File: src/rtl/seg7_scan_driver_if.sv
// rtl/seg7_scan_driver_if.sv - display value in, multiplexed seg/dig pins out
interface seg7_scan_driver_if;
  logic        enable;
  logic [15:0] bcd;
  logic [3:0]  dp_in;
  logic        blank_lz;
  logic [7:0]  seg;
  logic [3:0]  dig;
  logic        frame_done;

  modport master (
    output enable, bcd, dp_in, blank_lz,
    input  seg, dig, frame_done
  );

  modport slave (
    input  enable, bcd, dp_in, blank_lz,
    output seg, dig, frame_done
  );
endinterface

File: src/rtl/seg7_scan_driver.sv
// rtl/seg7_scan_driver.sv - 4-digit seven-segment scanner with blanking gap
// Inputs are shadowed once per frame so a digit sequence is never torn.
module seg7_scan_driver #(
  parameter int CLK_HZ         = 50_000_000,
  parameter int SCAN_HZ        = 1000,
  parameter int BLANK_CYCLES   = 50,
  parameter bit SEG_ACTIVE_LOW = 1'b1,
  parameter bit DIG_ACTIVE_LOW = 1'b1
) (
  input logic               clk,
  input logic               rst,
  seg7_scan_driver_if.slave disp
);
  localparam int DIV    = CLK_HZ / SCAN_HZ;
  localparam int TICK_W = (DIV > 1) ? $clog2(DIV) : 1;
  localparam logic [TICK_W-1:0] TICK_LAST  = TICK_W'(DIV - 1);
  localparam logic [TICK_W-1:0] TICK_BLANK = TICK_W'(BLANK_CYCLES);

  logic [TICK_W-1:0] r_tick;
  logic [1:0]        r_idx;
  logic [15:0]       r_bcd;
  logic [3:0]        r_dp;
  logic              r_blz;
  logic              r_pending;
  logic              r_frame_done;
  logic [7:0]        r_seg;
  logic [3:0]        r_dig;

  logic       w_slot_end;
  logic       w_load;
  logic       w_lit;
  logic [3:0] w_digit;
  logic [3:0] w_lz;
  logic [6:0] w_glyph;
  logic [7:0] w_seg_on;
  logic [3:0] w_dig_on;

  always_comb begin
    w_slot_end = (r_tick == TICK_LAST);
    w_load     = r_pending || (w_slot_end && (r_idx == 2'd3));
    w_lit      = disp.enable && (r_tick >= TICK_BLANK);

    // w_lz[k]: digit k and everything to its left are zero
    w_lz[3] = (r_bcd[15:12] == 4'd0);
    w_lz[2] = w_lz[3] && (r_bcd[11:8] == 4'd0);
    w_lz[1] = w_lz[2] && (r_bcd[7:4] == 4'd0);
    w_lz[0] = 1'b0;

    case (r_idx)
      2'd0:    w_digit = r_bcd[3:0];
      2'd1:    w_digit = r_bcd[7:4];
      2'd2:    w_digit = r_bcd[11:8];
      default: w_digit = r_bcd[15:12];
    endcase

    case (w_digit)
      4'd0:    w_glyph = 7'h3F;
      4'd1:    w_glyph = 7'h06;
      4'd2:    w_glyph = 7'h5B;
      4'd3:    w_glyph = 7'h4F;
      4'd4:    w_glyph = 7'h66;
      4'd5:    w_glyph = 7'h6D;
      4'd6:    w_glyph = 7'h7D;
      4'd7:    w_glyph = 7'h07;
      4'd8:    w_glyph = 7'h7F;
      4'd9:    w_glyph = 7'h6F;
      default: w_glyph = 7'h40;
    endcase

    w_seg_on = 8'h00;
    w_dig_on = 4'h0;
    if (w_lit) begin
      w_dig_on = 4'b0001 << r_idx;
      w_seg_on = {r_dp[r_idx], (r_blz && w_lz[r_idx]) ? 7'h00 : w_glyph};
    end
  end

  always_ff @(posedge clk) begin
    if (rst) begin
      r_tick       <= '0;
      r_idx        <= 2'd0;
      r_bcd        <= 16'h0000;
      r_dp         <= 4'h0;
      r_blz        <= 1'b0;
      r_pending    <= 1'b1;
      r_frame_done <= 1'b0;
      r_seg        <= {8{SEG_ACTIVE_LOW}};
      r_dig        <= {4{DIG_ACTIVE_LOW}};
    end else begin
      r_pending    <= 1'b0;
      r_frame_done <= w_load;
      if (w_load) begin
        r_bcd <= disp.bcd;
        r_dp  <= disp.dp_in;
        r_blz <= disp.blank_lz;
      end
      if (w_slot_end) begin
        r_tick <= '0;
        r_idx  <= r_idx + 2'd1;
      end else begin
        r_tick <= r_tick + TICK_W'(1);
      end
      r_seg <= w_seg_on ^ {8{SEG_ACTIVE_LOW}};
      r_dig <= w_dig_on ^ {4{DIG_ACTIVE_LOW}};
    end
  end

  assign disp.seg        = r_seg;
  assign disp.dig        = r_dig;
  assign disp.frame_done = r_frame_done;
endmodule

File: src/flat_wrapper.sv
// flat-port wrapper written by rule: the top's interface ports become plain ports
module seg7_scan_driver_flat 
#(
  parameter int CLK_HZ         = 50_000_000,
  parameter int SCAN_HZ        = 1000,
  parameter int BLANK_CYCLES   = 50,
  parameter bit SEG_ACTIVE_LOW = 1'b1,
  parameter bit DIG_ACTIVE_LOW = 1'b1
)
  (clk, rst, disp_enable, disp_bcd, disp_dp_in, disp_blank_lz, disp_seg, disp_dig, disp_frame_done);
  seg7_scan_driver_if disp_i ();
  input logic clk;
  input logic rst;
  input wire logic [$bits(disp_i.enable)-1:0] disp_enable;
  input wire logic [$bits(disp_i.bcd)-1:0] disp_bcd;
  input wire logic [$bits(disp_i.dp_in)-1:0] disp_dp_in;
  input wire logic [$bits(disp_i.blank_lz)-1:0] disp_blank_lz;
  output wire logic [$bits(disp_i.seg)-1:0] disp_seg;
  output wire logic [$bits(disp_i.dig)-1:0] disp_dig;
  output wire logic [$bits(disp_i.frame_done)-1:0] disp_frame_done;
  assign disp_i.enable = disp_enable;
  assign disp_i.bcd = disp_bcd;
  assign disp_i.dp_in = disp_dp_in;
  assign disp_i.blank_lz = disp_blank_lz;
  assign disp_seg = disp_i.seg;
  assign disp_dig = disp_i.dig;
  assign disp_frame_done = disp_i.frame_done;
  seg7_scan_driver #(.CLK_HZ(CLK_HZ), .SCAN_HZ(SCAN_HZ), .BLANK_CYCLES(BLANK_CYCLES), .SEG_ACTIVE_LOW(SEG_ACTIVE_LOW), .DIG_ACTIVE_LOW(DIG_ACTIVE_LOW)) u_core (.clk(clk), .rst(rst), .disp(disp_i));
endmodule
File: config.mk
export PLATFORM = sky130hd
export DESIGN_NAME = seg7_scan_driver_flat
export DESIGN_NICKNAME = d
export VERILOG_FILES = /design/src/rtl/seg7_scan_driver_if.sv /design/src/rtl/seg7_scan_driver.sv /design/src/flat_wrapper.sv
export SDC_FILE = /design/constraint.sdc
export NUM_CORES = 1
export LEC_CHECK = 0
export ABC_AREA = 0
export CORE_MARGIN = 2
export CORE_UTILIZATION = 45
export DETAILED_ROUTE_END_ITERATION = 16
export GPL_TIMING_DRIVEN = 0
export PLACE_DENSITY = 0.72
export SETUP_SLACK_MARGIN = 0.4
export SLEW_MARGIN = 20
export SYNTH_ARGS = -nofsm -noshare
export SYNTH_HDL_FRONTEND = slang
export SYNTH_SLANG_ARGS = --single-unit
File: constraint.sdc
create_clock -name clk -period 4 [get_ports clk]
set_input_delay 0.4 -clock clk [delete_from_list [all_inputs] [get_ports clk]]
set_output_delay 0.4 -clock clk [all_outputs]
set_load 0.1 [all_outputs]
Word level (Yosys, flattened, before mapping)
Memory sizes are Yosys's and may differ from the RTL's.
Index checks and enable logic that the tools add are counted.

word-level totals
  logic and storage cells = 41
  input port bits = 24
  register bits after elaboration = 53
  output and inout bits = 13
  memories = 1
  ROM bits = 112

memories
  name             words  bits a word  rd ports  clocked after memory_dff  wr ports  line                    RTL
  (no name shown)  16     7            1         0                         0         seg7_scan_driver.sv:56  case (w_digit)

operators by class
  bitwise operators = 2
  multiplexer cells = 9
  shift-type cells = 1
  add/sub/neg operators = 2
  reduce and logical (&&, ||, !) cells = 11
  equality and inequality tests = 4
  order comparisons = 2

operators by type and width
  operator               number
  $add 16x1->16 const B  1
  $eq 16x16->1 const B   1
  $ge 16x6->1 const B    1
  $logic_not 4->1        3
  $pmux 4 s3             1
  $mux 8                 1
  $not 8->8              1
  $mux 7                 1
  $logic_and 1x1->1      5
  $bmux 1 s2             2
  $eq 2x2->1 const B     2
  $mux 4                 1
  $not 4->4              1
  $shl 1x2->4 const A    1
  $lt 2x3->1 const B     1
  $mux 1                 3
  $add 2x1->2 const B    1
  $eq 2x1->1 const B     1
  $logic_not 2->1        1
  $reduce_or 2->1        1
  $logic_or 1x1->1       1

Logic depth before layout (Yosys ltp)
Gate-level depths: netlist of run 1.

  word-level depth = 9
  mapped depth = 8
  gate-level depth less buffers = 8

Least setup slack after synthesis of run 1
Ideal clock, no wire load.

  path type = flip-flop to flip-flop
  start point = reg u_core.r_idx[0]
  end point = reg u_core.r_seg[1], in the netlist u_core.disp.seg[1]
  clock period less this slack = 2.044 ns
  setup slack = 1.956 ns
  required time = 3.879 ns
  buffers on the path = 0
  arrival time = 1.923 ns
  cell stages (with the launch flop) = 9
  setup time = 0.121 ns
  path through = dfxtp_1 inv_1 ha_1 a222oi_1 mux2_2 inv_1 ha_1 a2bb2o_1 nand2_1

on the way
  word-level cells in the longest chain between the ends = 6
  elaborated cells between the ends (all ways) = 11
  classes of those cells = eq/ne: 2; mux: 5; bitwise: 1; reduce/logical: 2; memory: 1

RTL lines
  element                                            line                                            RTL
  start, declared                                    seg7_scan_driver.sv:20                          logic [1:0] r_idx;
  start signal, assigned                             seg7_scan_driver.sv:99                          r_idx <= r_idx + 2'd1;
  $eq 2x2->1 (tied with other cells)                 seg7_scan_driver.sv:49                          case (r_idx)
  $pmux 4 s3 or $mux 1 (tied branches)               seg7_scan_driver.sv:49, seg7_scan_driver.sv:74
  $mem_v2 16x7 or $logic_and 1x1->1 (tied branches)  -
  $mux 7 *                                           seg7_scan_driver.sv:74                          w_seg_on = {r_dp[r_idx], (r_blz && w_lz[r_idx]) ? 7'h00 : w_glyph};
  $mux 8 *                                           seg7_scan_driver.sv:72                          if (w_lit) begin
  $not 8->8 (no line) *                              -
  end signal, assigned                               seg7_scan_driver.sv:87                          r_seg <= {8{SEG_ACTIVE_LOW}};
  end signal, assigned                               seg7_scan_driver.sv:103                         r_seg <= w_seg_on ^ {8{SEG_ACTIVE_LOW}};
  end, declared                                      seg7_scan_driver.sv:26                          logic [7:0] r_seg;

Mark *: on every way between the ends. The rest lies on a longest branch, timed or not. The select of a mux whose other input is x is not followed.
A chain may end at the register's enable or synchronous reset.

Worst setup path after layout of run 1
Ends and elaborated chain as after synthesis.

==> flow_summary.json, run 1 <==
{
  "nets": 305,
  "io-pin-count": 37,
  "hold_viol_final": 0,
  "cts_resized": 0,
  "setup_ws_ns": 1.56,
  "dieHeight_um": 75.2,
  "ys.flop_type": "dfxtp_1",
  "worst_slew_pin_slew_ns": 0.967,
  "grt_pass1_vias": 1464,
  "drc_errors": 0,
  "synth_cell_types": 42,
  "setup_tns_ns": 0,
  "grt_usage": 0.159,
  "ir_drop_mv": 0.201,
  "synth-adder-area-share": 0.0439,
  "path_max_fanout": 7,
  "dr.pass1.iters": 4,
  "power_density_mw_per_mm2": 330,
  "first_iter_violations": 112,
  "ys_seq_area_frac": 0.466,
  "wirelength_um": 4200,
  "core-area_sq_mm": 0.00482,
  "endpoint_kind": "flop",
  "clk_pin_slew_ns": 0.09,
  "wire_per_inst_um": 12.4,
  "crit_arrival_ns": 2.62,
  "numCtsBuffers": 5,
  "drive_gt1_frac": 0.0772,
  "grt-busiest-layer": "met2",
  "dr_total_vias": 1713,
  "relSlewSlack": 0.354,
  "insertedDiodeCount": 0,
  "finalCriticalPeriod_ns": 2.44,
  "overflow": 0,
  "synthXorXnorAreaFrac": 0.0577,
  "area_growth_pct": 22.7,
  "cp-start-kind": "flop",
  "cts_setup_buffers": 0,
  "ant_nets": 0,
  "clockPowerShare": 0.296,
  "p_leak_nw": 1.10,
  "combPwrFrac": 0.101,
  "dieArea_sq_mm": 0.00565,
  "seqPwrFrac": 0.602,
  "synthesis.area_sq_mm": 0.00228,
  "rsz0062_at_grt": "false",
  "grt_max_degree": 15,
  "start_util": 0.473,
  "synthArstFlopShare": 0,
  "use_met2": 0.229,
  "via_per_inst": 5.05,
  "synthCells": 230,
  "hold_buffers": 0,
  "clk_path_buf_depth": 2,
  "multi_input_area_sq_mm": 0.00112,
  "r2r_slack_ns": 1.56,
  "setup-violations-final": 0,
  "io_buffers": 36,
  "timing.final.crit_share": 0.610,
  "maxCapViolCount": 0,
  "dpl.hpwl_um": 3120,
  "fill_cells": 474,
  "crit_type": "reg2reg",
  "synth_compound_area_frac": 0.0796,
  "cts_tree": "done",
  "synth_area_per_cell_sq_um": 9.91,
  "cts_sinks": 53,
  "synth_warnings": 0,
  "internal-power_mw": 0.710,
  "fmax_ghz": 0.410,
  "antenna_found_initial": 0,
  "met1_usage": 0.225,
  "die_w_um": 75.2,
  "synthSimpleGateAreaFrac": 0.187,
  "layout_common_cells": "dfxtp_1, nor2_1, clkdlybuf4s50_1",
  "worst_skew_pair.late_latency_ns": 0.29,
  "p_sw_mw": 0.212,
  "muxShareOfSynthArea": 0.125,
  "grt_pass1_wl_um": 6700,
  "layout_commonest_cell": "dfxtp_1",
  "synth_top_family_by_area": "simple AND/OR/NAND/NOR gates",
  "regArea_sq_mm": 0.00106,
  "synth-edff-count": 0,
  "p_sw_frac": 0.230,
  "place_ws_ns": 1.60,
  "status": "complete, no violations",
  "slew_violations": 0,
  "cts-root-buf": "clkbuf_8",
  "cp.required_ns": 4.19,
  "place_congestion": 0.850,
  "clock_skew_ns": 0.00499,
  "use_met3": 0.0442,
  "htreeDepth": 2,
  "rows": 25,
  "worstHoldPathType": "reg2reg",
  "synth_fp_nets": 262,
  "ys_seq_elements": 53
}
power groups by stage:
stage / sequential [mW] / clock, mW / combinational [mW]
floorplan: 0.568 / 0 / 0.0550
detailed placement: 0.568 / 0 / 0.0942
finish: 0.556 / 0.273 / 0.0936
CTS: 0.556 / 0.285 / 0.0944
global route: 0.558 / 0.301 / 0.104
global placement: 0.567 / 0 / 0.0931
layout make-up:
type                    instances  area share
flip-flops and latches         53       0.379
repair buffers                 36       0.129
clock inverters                 1     0.00179
clock buffers                   5      0.0246
multi-input cells             158       0.402
well taps                      67      0.0300
inverters                      10      0.0134
plain buffers                   9      0.0197
critical path, cell delays in order (launching register included):
cell      delay, ns
dfxtp_1        0.49
inv_1          0.14
ha_1           0.28
a222oi_1       0.46
mux2i_1        0.28
ha_1           0.38
a2bb2o_1       0.25
nand2_1        0.04
path summary, 6_finish.rpt:
path | end | depth (start not counted) | startpoint
min | u_core.r_tick[0]$_SDFF_PP0_ | 1 | u_core.r_tick[0]$_SDFF_PP0_
max reg2reg | u_core.disp.seg[1]$_SDFF_PP1_ | 7 | u_core.r_idx[0]$_SDFFE_PP0P_
max | u_core.disp.seg[1]$_SDFF_PP1_ | 7 | u_core.r_idx[0]$_SDFFE_PP0P_
min reg2reg | u_core.r_tick[0]$_SDFF_PP0_ | 1 | u_core.r_tick[0]$_SDFF_PP0_
state kept, by name, indices dropped and copies added (netlist names):
signal and flops:
u_core.disp.dig 4, u_core.disp.seg 8, u_core.disp.frame_done 1, u_core.r_dp 4
u_core.r_idx 2, u_core.r_blz 1, u_core.r_tick 16, u_core.r_pending 1
u_core.r_bcd 16
metal layers:
metal	up-vias	share of wire
met5	-	0
met1	799	0.49
met3	5	0.035
met2	35	0.46
met4	0	0.014
li1	874	-
synthesized netlist by cell type (2+ instances only):
cell,number,area share
a21oi_1,2,0.0044
a222oi_1,4,0.018
a31oi_1,2,0.0055
and3_1,2,0.0055
buf_6,2,0.0099
clkbuf_1,3,0.0049
dfxtp_1,53,0.47
ha_1,8,0.044
inv_1,10,0.016
mux2_2,2,0.0099
mux2i_1,24,0.11
nand2_1,15,0.025
nand3_1,8,0.018
nand4_1,3,0.0082
nor2_1,44,0.072
nor4_1,5,0.014
o2111ai_1,2,0.0077
o211ai_1,2,0.0066
o21ai_0,2,0.0044
or4_1,2,0.0066
xnor2_1,8,0.031
xor2_1,7,0.027
cells by family (layout without fill, tap and decap cells):
logic type | count (synthesis) | in the layout
compound gates | 20 | 20
xor+xnor | 15 | 15
fa+ha+maj | 8 | 8
buf+inv | 19 | 61
flops | 53 | 53
mux | 27 | 27
simple gates | 88 | 88
per-stage QoR:
| stage | std cells | util | hold WS (ns) | power (mW) | area, sq um |
|---|---|---|---|---|---|
| 2_1_floorplan | 230 | - | 0.428 | 0.623 | 2280 |
| 3_3_place_gp | 333 | 0.565 | 0.443 | 0.660 | 2720 |
| 3_5_place_dp | 333 | 0.565 | 0.449 | 0.662 | 2720 |
| 4_1_cts | 339 | 0.581 | 0.470 | 0.935 | 2800 |
| 5_1_grt | 339 | 0.581 | 0.516 | 0.963 | 2800 |
| 6_report | 339 | 0.581 | 0.466 | 0.922 | 2800 |
Power figures use the tool's default switching activity.
==> inputs of run 2 (changes only) <==
--- a/config.mk
+++ b/config.mk
@@ -10,7 +10,7 @@
 export CORE_UTILIZATION = 45
 export DETAILED_ROUTE_END_ITERATION = 16
 export GPL_TIMING_DRIVEN = 0
-export PLACE_DENSITY = 0.72
+export PLACE_DENSITY = 0.75
 export SETUP_SLACK_MARGIN = 0.4
 export SLEW_MARGIN = 20
 export SYNTH_ARGS = -nofsm -noshare
==> constraint.sdc (replaced) <==
create_clock -name clk -period 2 [get_ports clk]
set_input_delay 0.2 -clock clk [delete_from_list [all_inputs] [get_ports clk]]
set_output_delay 0.2 -clock clk [all_outputs]
set_load 0.1 [all_outputs]
==> run 2 against run 1 <==
Clock-buffer cell count unchanged. Via count up 15%. Non-clock buffer count up 29. Clock skew up 0.0023 ns. Sequential share of layout area down 6.8 points. Utilization up 14 points. Global-route usage up 5.3 points. Critical endpoint unchanged.
==> flow_summary.json, run 2 (synthesis gave the netlist of run 1 again) <==
{
  "numCtsBuffers": 5,
  "antenna_found_initial": 0,
  "dieHeight_um": 75.2,
  "path_max_fanout": 4,
  "timing.final.crit_share": 0.974,
  "clk_pin_slew_ns": 0.10,
  "whs_ns": 0.352,
  "nets": 334,
  "p_sw_frac": 0.229,
  "insertedDiodeCount": 0,
  "htreeDepth": 2,
  "fill_cells": 339,
  "finalCriticalPeriod_ns": 1.95,
  "internal-power_mw": 1.74,
  "clk_path_buf_depth": 2,
  "setup_tns_ns": 0,
  "grt_pass1_wl_um": 8990,
  "maxCapViolCount": 0,
  "grt_pass1_vias": 1822,
  "relSlewSlack": 0.636,
  "ir_drop_mv": 0.559,
  "die_w_um": 75.2,
  "dpl.hpwl_um": 3240,
  "rsz0062_at_grt": "true",
  "crit_type": "reg2reg",
  "drc_errors": 0,
  "multi_input_area_sq_mm": 0.00138,
  "grt_usage": 0.212,
  "total_power_mw": 2.25,
  "dr_total_vias": 1970,
  "core-area_sq_mm": 0.00482,
  "area_growth_pct": 51.6,
  "setup-violations-final": 0,
  "status": "complete, no violations",
  "clock_skew_ns": 0.00733,
  "hold_viol_final": 0,
  "ant_nets": 0,
  "worst_slew_pin_slew_ns": 0.549,
  "cts-root-buf": "clkbuf_8",
  "drive_gt1_frac": 0.373,
  "clockPowerShare": 0.383,
  "slew_violations": 0,
  "wire_per_inst_um": 15.6,
  "p_leak_nw": 1.37,
  "cp-start-kind": "flop",
  "start_util": 0.473,
  "place_congestion": 0.818,
  "power_density_mw_per_mm2": 651,
  "worst_skew_pair.late_latency_ns": 0.31,
  "worstHoldPathType": "in2reg",
  "first_iter_violations": 125,
  "via_per_inst": 5.32,
  "wirelength_um": 5770,
  "hold_buffers": 0,
  "cts_tree": "done",
  "regArea_sq_mm": 0.00107,
  "layout_commonest_cell": "dfxtp_1",
  "io_buffers": 36,
  "cts_sinks": 53,
  "rows": 25,
  "crit_arrival_ns": 2.21,
  "layout_common_cells": "dfxtp_1, nor2_1, clkdlybuf4s50_1",
  "endpoint_kind": "flop",
  "cp.required_ns": 2.26,
  "grt_max_degree": 17,
  "overflow": 0,
  "io-pin-count": 37,
  "dr.pass1.iters": 4,
  "combPwrFrac": 0.122,
  "fmax_ghz": 0.513,
  "p_sw_mw": 0.514,
  "dieArea_sq_mm": 0.00565,
  "seqPwrFrac": 0.495
}
==> run 2: path summary, 6_finish.rpt <==
path                                 from                             to  slack (ns)  depth (start not counted)
max          u_core.r_idx[0]$_SDFFE_PP0P_  u_core.disp.seg[1]$_SDFF_PP1_        0.05                          9
min                                   rst       u_core.r_pending$_DFF_P_        0.35                          1
max reg2reg  u_core.r_idx[0]$_SDFFE_PP0P_  u_core.disp.seg[1]$_SDFF_PP1_        0.05                          9
min reg2reg   u_core.r_tick[0]$_SDFF_PP0_    u_core.r_tick[0]$_SDFF_PP0_        0.46                          1
==> run 2: final cells by class <==
type / instances / share of cell area
Buffer: 9 / 0.0203
Clock buffer: 5 / 0.0199
Clock inverter: 3 / 0.0188
Inverter: 10 / 0.0116
Multi-Input combinational cell: 158 / 0.401
Sequential cell: 53 / 0.311
Tap cell: 67 / 0.0243
Timing Repair Buffer: 65 / 0.193
==> run 2: what timing repair did <==
action | CTS | global route
setup endpoints to repair | 57 | 52
cloned | 3 | 0
pin swaps | 15 | 22
resized for setup | 60 | 44
setup buffers | 21 | 5
==> run 2: critical path, cell delays in order, from the launching register on <==
cell      delay [ns]
dfxtp_4         0.40
inv_4           0.05
ha_4            0.16
buf_4           0.13
a222oi_1        0.35
mux2_4          0.24
inv_2           0.04
ha_4            0.27
a2bb2o_4        0.20
nand2_1         0.05
==> run 2: metal layers <==
layer	track usage	vias to the layer above	routed length, um
met3	0.0469	15	295
met5	0	-	0
met2	0.352	62	2830
li1	-	945	-
met1	0.275	948	2520
met4	0.0721	0	120
==> run 2: metrics by stage <==
step	setup slack, ns	util	instances	cell area [sq um]
final	0.0521	0.717	370	3450
after global routing	-0.0182	0.717	370	3450
after CTS	0.134	0.679	365	3270
after detailed placement	-0.0810	0.586	333	2830
after global placement	-0.0636	0.586	333	2830
after floorplan	0.255	-	230	2380
==> run 2: power groups by stage <==
stage               clock, mW  combinational [mW]  sequential (mW)
finish                  0.861               0.275             1.11
floorplan                   0               0.126             1.13
global route            0.903               0.296             1.12
CTS                     0.865               0.246             1.11
detailed placement          0               0.205             1.13
global placement            0               0.203             1.13
